### src/rtl/gates7_bist.sv
// ---------------------------------------------------------------------------
// gates7_bist
//
// Hardware stimulus/response engine for the seven-function gate unit
// (and, or, not, nand, nor, xor, xnor). It drives the operands a/b through
// the four input combinations, samples the unit's seven results, and checks
// them against locally computed expected values. It reports pass/fail, a
// saturating error count, and the first failing vector.
//
// Parameters
//   SETTLE  idle cycles between driving a vector and sampling f (0..15)
//   PASSES  number of full 4-vector sweeps per run (1..255)
//   ERRW    width of the error counter
//
// Ports
//   clk        in   system clock, rising edge
//   rst        in   asynchronous active-high reset
//   start      in   run request, only honoured in IDLE or DONE
//   a, b       out  registered operands to the gate unit
//   f[6:0]     in   gate unit results {and,or,not,nand,nor,xor,xnor}
//   busy       out  high while a run is in progress
//   done       out  high once a run completes, held until next start/reset
//   pass       out  high with done when no vector mismatched
//   err_cnt    out  saturating count of mismatching vectors
//   fail_vec   out  {b,a} of the first failing vector of the run
//   fail_mask  out  f XOR expected at the first failing vector
// ---------------------------------------------------------------------------
module gates7_bist #(
    parameter int SETTLE = 1,
    parameter int PASSES = 1,
    parameter int ERRW   = 4
) (
    input  logic            clk,
    input  logic            rst,
    input  logic            start,
    output logic            a,
    output logic            b,
    input  logic [6:0]      f,
    output logic            busy,
    output logic            done,
    output logic            pass,
    output logic [ERRW-1:0] err_cnt,
    output logic [1:0]      fail_vec,
    output logic [6:0]      fail_mask
);

    typedef enum logic [1:0] {
        S_IDLE   = 2'd0,
        S_SETTLE = 2'd1,
        S_CHECK  = 2'd2,
        S_DONE   = 2'd3
    } state_t;

    // Terminal values for the settle and pass counters. With SETTLE=0 the
    // settle state is never entered, so its terminal value is irrelevant.
    localparam logic [3:0]      SETTLE_LAST = 4'((SETTLE == 0) ? 0 : SETTLE - 1);
    localparam logic [7:0]      PASS_LAST   = 8'(PASSES - 1);
    localparam logic [ERRW-1:0] ERR_MAX     = '1;
    localparam logic [ERRW-1:0] ERR_ONE     = ERRW'(1);

    // State after a vector is driven: skip the settle state entirely when no
    // settle time is requested.
    localparam state_t AFTER_DRIVE = (SETTLE == 0) ? S_CHECK : S_SETTLE;

    state_t          state_q,      state_d;
    logic [1:0]      v_q,          v_d;
    logic [7:0]      pass_cnt_q,   pass_cnt_d;
    logic [3:0]      settle_cnt_q, settle_cnt_d;
    logic            a_q,          a_d;
    logic            b_q,          b_d;
    logic            busy_q,       busy_d;
    logic            done_q,       done_d;
    logic            pass_q,       pass_d;
    logic [ERRW-1:0] err_cnt_q,    err_cnt_d;
    logic [1:0]      fail_vec_q,   fail_vec_d;
    logic [6:0]      fail_mask_q,  fail_mask_d;

    logic [6:0]      expected;
    logic [6:0]      mask;
    logic [1:0]      next_v;
    logic            last_vector;

    // Reference gate results from the operands currently on the bus, packed
    // in the same order as f so the two can be XORed bit for bit.
    always_comb begin
        expected = {a_q & b_q,
                    a_q | b_q,
                    ~a_q,
                    ~(a_q & b_q),
                    ~(a_q | b_q),
                    a_q ^ b_q,
                    ~(a_q ^ b_q)};
        mask        = f ^ expected;
        next_v      = v_q + 2'd1;
        last_vector = (v_q == 2'd3) && (pass_cnt_q == PASS_LAST);
    end

    // Next-state and next-output logic. All outputs are registered, so every
    // output change is decided here one edge ahead.
    always_comb begin
        state_d      = state_q;
        v_d          = v_q;
        pass_cnt_d   = pass_cnt_q;
        settle_cnt_d = settle_cnt_q;
        a_d          = a_q;
        b_d          = b_q;
        busy_d       = busy_q;
        done_d       = done_q;
        pass_d       = pass_q;
        err_cnt_d    = err_cnt_q;
        fail_vec_d   = fail_vec_q;
        fail_mask_d  = fail_mask_q;

        case (state_q)
            S_IDLE, S_DONE: begin
                // A new run wipes every result of the previous one at the
                // start edge and drives vector 0 immediately.
                if (start) begin
                    state_d      = AFTER_DRIVE;
                    v_d          = 2'd0;
                    pass_cnt_d   = 8'd0;
                    settle_cnt_d = 4'd0;
                    a_d          = 1'b0;
                    b_d          = 1'b0;
                    busy_d       = 1'b1;
                    done_d       = 1'b0;
                    pass_d       = 1'b0;
                    err_cnt_d    = '0;
                    fail_vec_d   = 2'd0;
                    fail_mask_d  = 7'd0;
                end
            end

            S_SETTLE: begin
                if (settle_cnt_q == SETTLE_LAST) begin
                    settle_cnt_d = 4'd0;
                    state_d      = S_CHECK;
                end else begin
                    settle_cnt_d = settle_cnt_q + 4'd1;
                end
            end

            S_CHECK: begin
                // The error count itself marks whether this is the first
                // error of the run: it only leaves zero on a mismatch and
                // saturates instead of wrapping.
                if (mask != 7'd0) begin
                    if (err_cnt_q != ERR_MAX) begin
                        err_cnt_d = err_cnt_q + ERR_ONE;
                    end
                    if (err_cnt_q == '0) begin
                        fail_vec_d  = {b_q, a_q};
                        fail_mask_d = mask;
                    end
                end

                if (last_vector) begin
                    // pass looks at the count including this final check.
                    state_d = S_DONE;
                    busy_d  = 1'b0;
                    done_d  = 1'b1;
                    pass_d  = (err_cnt_d == '0);
                end else begin
                    state_d = AFTER_DRIVE;
                    v_d     = next_v;
                    a_d     = next_v[0];
                    b_d     = next_v[1];
                    if (v_q == 2'd3) begin
                        pass_cnt_d = pass_cnt_q + 8'd1;
                    end
                end
            end

            default: begin
                state_d = S_IDLE;
            end
        endcase
    end

    // State and output registers; reset clears everything at once so an
    // aborted run leaves no partial results behind.
    always_ff @(posedge clk or posedge rst) begin
        if (rst) begin
            state_q      <= S_IDLE;
            v_q          <= 2'd0;
            pass_cnt_q   <= 8'd0;
            settle_cnt_q <= 4'd0;
            a_q          <= 1'b0;
            b_q          <= 1'b0;
            busy_q       <= 1'b0;
            done_q       <= 1'b0;
            pass_q       <= 1'b0;
            err_cnt_q    <= '0;
            fail_vec_q   <= 2'd0;
            fail_mask_q  <= 7'd0;
        end else begin
            state_q      <= state_d;
            v_q          <= v_d;
            pass_cnt_q   <= pass_cnt_d;
            settle_cnt_q <= settle_cnt_d;
            a_q          <= a_d;
            b_q          <= b_d;
            busy_q       <= busy_d;
            done_q       <= done_d;
            pass_q       <= pass_d;
            err_cnt_q    <= err_cnt_d;
            fail_vec_q   <= fail_vec_d;
            fail_mask_q  <= fail_mask_d;
        end
    end

    assign a         = a_q;
    assign b         = b_q;
    assign busy      = busy_q;
    assign done      = done_q;
    assign pass      = pass_q;
    assign err_cnt   = err_cnt_q;
    assign fail_vec  = fail_vec_q;
    assign fail_mask = fail_mask_q;

endmodule

### config.mk
export PLATFORM = sky130hd
export DESIGN_NAME = gates7_bist
export DESIGN_NICKNAME = d
export VERILOG_FILES = /design/src/rtl/gates7_bist.sv
export SDC_FILE = /design/constraint.sdc
export NUM_CORES = 1
export LEC_CHECK = 0
export BUFFER_PORTS_ARGS = -buffer_cell sky130_fd_sc_hd__buf_4
export CORE_ASPECT_RATIO = 1.1
export CORE_UTILIZATION = 30
export CTS_BUF_LIST = sky130_fd_sc_hd__clkbuf_8 sky130_fd_sc_hd__clkbuf_16
export CTS_CLUSTER_SIZE = 25
export DETAILED_ROUTE_END_ITERATION = 8
export MAX_ROUTING_LAYER = met4
export PLACE_DENSITY_LB_ADDON = 0.08
export SYNTH_ARGS = -nofsm -noshare
export SYNTH_HDL_FRONTEND = slang
export SYNTH_SLANG_ARGS = --single-unit
### constraint.sdc
create_clock -name clk -period 5.2 [get_ports clk]
set_input_delay 0 -clock clk [delete_from_list [all_inputs] [get_ports clk]]
set_output_delay 0 -clock clk [all_outputs]
set_load 0.01 [all_outputs]
# Word level (Yosys, flattened, before mapping)
# Cells that the tools add are included.
# totals
register_bits	34
out_inout_bits	18
wordCells	90
# op_classes
addsub	4
eq_ne	12
n_mux	37
bitwise	8
reduce_logical	17
# op_table
op	n
8-bit two-way mux	3
7-bit two-way mux	3
4-bit two-way mux	5
4-bit one-hot mux with 2 select lines	2
8-bit one-hot mux with 2 select lines	1
2-bit two-way mux	7
2-bit inequality test (second input constant)	7
7-bit one-hot mux with 2 select lines	1
4-bit logical NOT	3
1-bit one-hot mux with 2 select lines	5
4-bit by 1-bit adder with 4-bit output (second input constant)	2
8-bit by 1-bit adder with 8-bit output (second input constant)	1
8-bit logical NOT	1
2-bit one-hot mux with 2 select lines	2
4-bit AND reduction	2
1-bit two-way mux	7
7-bit nonzero test	1
7-bit XOR	1
2-bit equality test (second input constant)	3
2-bit one-hot mux with 3 select lines	1
2-bit AND reduction	3
3-bit AND reduction	2
4-bit inequality test (second input constant)	1
1-bit NOT	4
other kinds (9)	10

# Longest topological paths before layout
# logic_depth
word_depth	9
ltp_mapped	8

# Worst setup path after synthesis
# No wires, ideal clock.
# synth_timing
path_kind	register to register
startpoint	register a_q (netlist: a)
endpoint	register fail_mask_q[0] (netlist: fail_mask[0])
arrival_ns	2.180
required_time_ns	5.075
setup_slack_ns	2.895
path_stages_with_launch	8
synth_period_minus_slack_ns	2.305
cell_sequence	dfrtp_1 > inv_1 > ha_1 > and3b_1 > o22ai_1 > o21ai_1 > a21oi_2 > mux2_2
# synth_between
elab_chain_cells	6
# synth_lines
element	line_no	source
from (decl)	69	logic a_q, a_d;
from (signal assigned)	188	a_q <= 1'b0;
from (signal assigned)	201	a_q <= a_d;
1-bit XOR (tied with other cells)	91, 92	
1-bit NOT, on equally long branches	92, 89, 90	
7-bit XOR *	93	mask = f ^ expected;
7-bit nonzero test / 7-bit two-way mux (equally long branches)	147, 151	
2-bit inequality test (no source line) / 7-bit two-way mux (equally long branches)	-	
4-bit AND reduction (no source line) / 7-bit one-hot mux with 2 select lines (equally long branches)	-	
to (signal assigned)	208	fail_mask_q <= fail_mask_d;
to (decl)	76	logic [6:0] fail_mask_q, fail_mask_d;
# Mark *: on every way between the ends. The rest lies on a longest branch, timed or not. The select of a mux whose other input is x is not followed.
# A chain may end at the register's enable or synchronous reset.

# Worst setup path after layout
# Ends and elaborated chain as after synthesis.

==> flow_summary.yaml <==
logic_synthesis:
  ys_seq_area_frac: 0.416
  syn_nets: 221
  avgSynthCellArea_um2: 9.63
  ys_warn_count: 0
  ys_types: 41
  syn_inst: 200
  ys_seq_elements: 32
  synth_area_um2: 1930
  synth-edff-count: 0
  async_flop_share: 1.00
  ys.flop_type: "dfrtp_1"
die:
  core_um2: 6190
  die-area_um2: 6740
  rows: 30
  die_x_um: 78.4
  start_util: 0.311
  die_h_um: 86.0
  pin_count: 28
critical_path:
  crit_required_ns: 5.37
  cp_max_fo: 9
  r2r_cells: 7
  cp-end-kind: "flip-flop"
  crit_path_start_kind: "flip-flop"
  path_class: "reg2reg"
  worstPathArrival_ns: 2.83
routing:
  wl_per_cell_um: 13.8
  antenna_left: 0
  wl_um: 4310
  dr_total_vias: 1524
  drt_iter0_markers: 36
  drc_errors: 0
  firstDrtPassIters: 4
  viasPerCell: 4.87
clock_tree:
  cts_htree_levels: 2
  clk_pin_slew_ns: 0.07
  cts_tree: "done"
  insertion_delay_ns: 0.29
  cts_setup_buffers: 0
  cts-buffers-inserted: 5
  cts-root-buf: "clkbuf_8"
  clkSinkCount: 32
  cts_buffer_depth: 2
worst_hold_path:
  hp-class: "in2reg"
  hold_depth: 4
pwr:
  pwr-share-clk: 0.255
  p_sw_frac: 0.312
  vdd_ir_drop_max_uv: 170
  cell_internal_pwr_uw: 523
  p_leak_nw: 1.13
  seqPwrFrac: 0.440
  power.density_nw_per_um2: 329
  p_total_uw: 760
  p_comb_frac: 0.305
  switchingPower_uw: 237
timing:
  max_slew_margin: 0.463
  drv_slew: 0
  min_period_over_period: 0.510
  worst_pin_slew_ns: 0.797
  fin_crit_ns: 2.65
  fmax_ghz: 0.377
  setup_viol_count_final: 0
  fin_skew_ns: 0.00730
  rsz0062_at_grt: "no"
  tns_ns: 0
  final_hold_viol_count: 0
outcome:
  status: "finished, final reports clean"
grt:
  grt_pass1_wl_um: 7600
  first_global_vias: 1610
  grt_usage: 0.152
  grt_overflow: 0
  antenna_found_initial: 0
  grt_max_degree: 33
placement:
  dpl.hpwl_um: 3140
  gp_congestion: 0.742
  portBuffers: 27
cells_and_area:
  diodes: 0
  drive_gt1_frac: 0.215
  nets: 253
  final_cell_mix: "dfrtp_1 (32), buf_4 (29), nor2_1 (24), inv_1 (20)"
  area_growth_pct: 20.1
  mostFrequentLayoutCell: "dfrtp_1"
flow_run:
  maxCapViolations: 0
==> final cells by class <==
type,instances,area [µm²]
multi-input cells,145,1030
inverters,18,67.6
clock inverters,2,7.51
clock buffers,6,82.6
repair buffers,30,228
well taps,80,100
flip-flops and latches,32,801
fillers,656,3880
==> synthesized netlist by cell type, types with 2 or more instances <==
cell | n | area share
a211oi_1 | 4 | 0.016
a21o_1 | 3 | 0.012
a21oi_1 | 7 | 0.018
a22o_1 | 4 | 0.018
a31oi_1 | 3 | 0.0097
and2_1 | 2 | 0.0065
and3b_1 | 3 | 0.014
clkbuf_1 | 3 | 0.0058
dfrtp_1 | 32 | 0.42
ha_1 | 11 | 0.071
inv_1 | 18 | 0.035
mux2_2 | 9 | 0.053
mux2i_1 | 4 | 0.021
nand2_1 | 11 | 0.021
nand2b_1 | 2 | 0.0065
nand3_1 | 4 | 0.010
nand4_1 | 3 | 0.0097
nor2_1 | 24 | 0.047
nor3_1 | 5 | 0.013
nor3b_1 | 5 | 0.019
o21ai_0 | 8 | 0.021
o21ai_1 | 3 | 0.0078
o22ai_1 | 3 | 0.0097
or4b_4 | 2 | 0.014
xnor2_1 | 9 | 0.041
xor2_1 | 3 | 0.014
==> worst max-delay path: stages, from the launching register on <==
cell and delay (ns):
dfrtp_1 0.47, inv_1 0.11, ha_1 0.40, and3b_1 0.21, o22ai_1 0.33, o21ai_1 0.15
a21oi_2 0.46, mux2_2 0.39
==> power groups by stage <==
stage | Combinational, mW | Clock, mW | Sequential (mW)
after floorplan | 0.120 | 0 | 0.350
after global placement | 0.234 | 0 | 0.341
after detailed placement | 0.234 | 0 | 0.338
after CTS | 0.236 | 0.203 | 0.334
after global routing | 0.260 | 0.213 | 0.341
final | 0.232 | 0.194 | 0.334
==> metal layers <==
layer,vias to the layer above,global-route usage,wire length [µm]
li1,768,-,-
met1,728,0.176,2060
met2,24,0.256,2090
met3,4,0.0351,119
met4,0,0.0556,43
met5,-,-,0
==> kinds of logic after synthesis <==
kind of cell,Yosys count,share of synthesized area
mux,13,0.0734
fa+ha+maj,11,0.0715
buf+inv,23,0.0507
flops,32,0.416
xor+xnor,12,0.0546
simple gates,65,0.179
compound gates,44,0.155
==> stage by stage <==
| step | hold WS [ns] | cells | cell area [µm²] | worst slack [ns] | util |
|---|---|---|---|---|---|
| 6_report | 0.0475 | 313 | 2310 | 2.55 | 0.374 |
| 5_1_grt | 0.0657 | 313 | 2310 | 2.31 | 0.374 |
| 4_1_cts | 0.0517 | 313 | 2310 | 2.50 | 0.374 |
| 3_5_place_dp | 0.135 | 304 | 2210 | 2.52 | 0.357 |
| 3_3_place_gp | 0.135 | 304 | 2210 | 2.60 | 0.357 |
| 2_1_floorplan | 0.116 | 200 | 1930 | 2.89 | - |
==> registers in the layout, indices dropped and copies added, names as in the netlist <==
name	count
pass_cnt_q	8
fail_mask	7
settle_cnt_q	4
state_q	2
busy	1
b	1
err_cnt	4
pass	1
a	1
fail_vec	2
done	1
==> repair_timing <==
item,CTS,global route
resized for setup,0,0
hold buffers,1,0
hold endpoints to repair,32,0
==> worst paths after layout <==
kind                            start       endpoint  slack (ns)
worst max-delay path                a   fail_mask[0]        2.55
worst min-delay path             f[5]   fail_mask[5]        0.05
worst max register to register      a   fail_mask[0]        2.55
worst min register to register   done           done        0.47
max in group asynchronous         rst     state_q[0]        4.52
min in group asynchronous         rst  pass_cnt_q[7]        0.37
(Power assumes the default switching activity.)
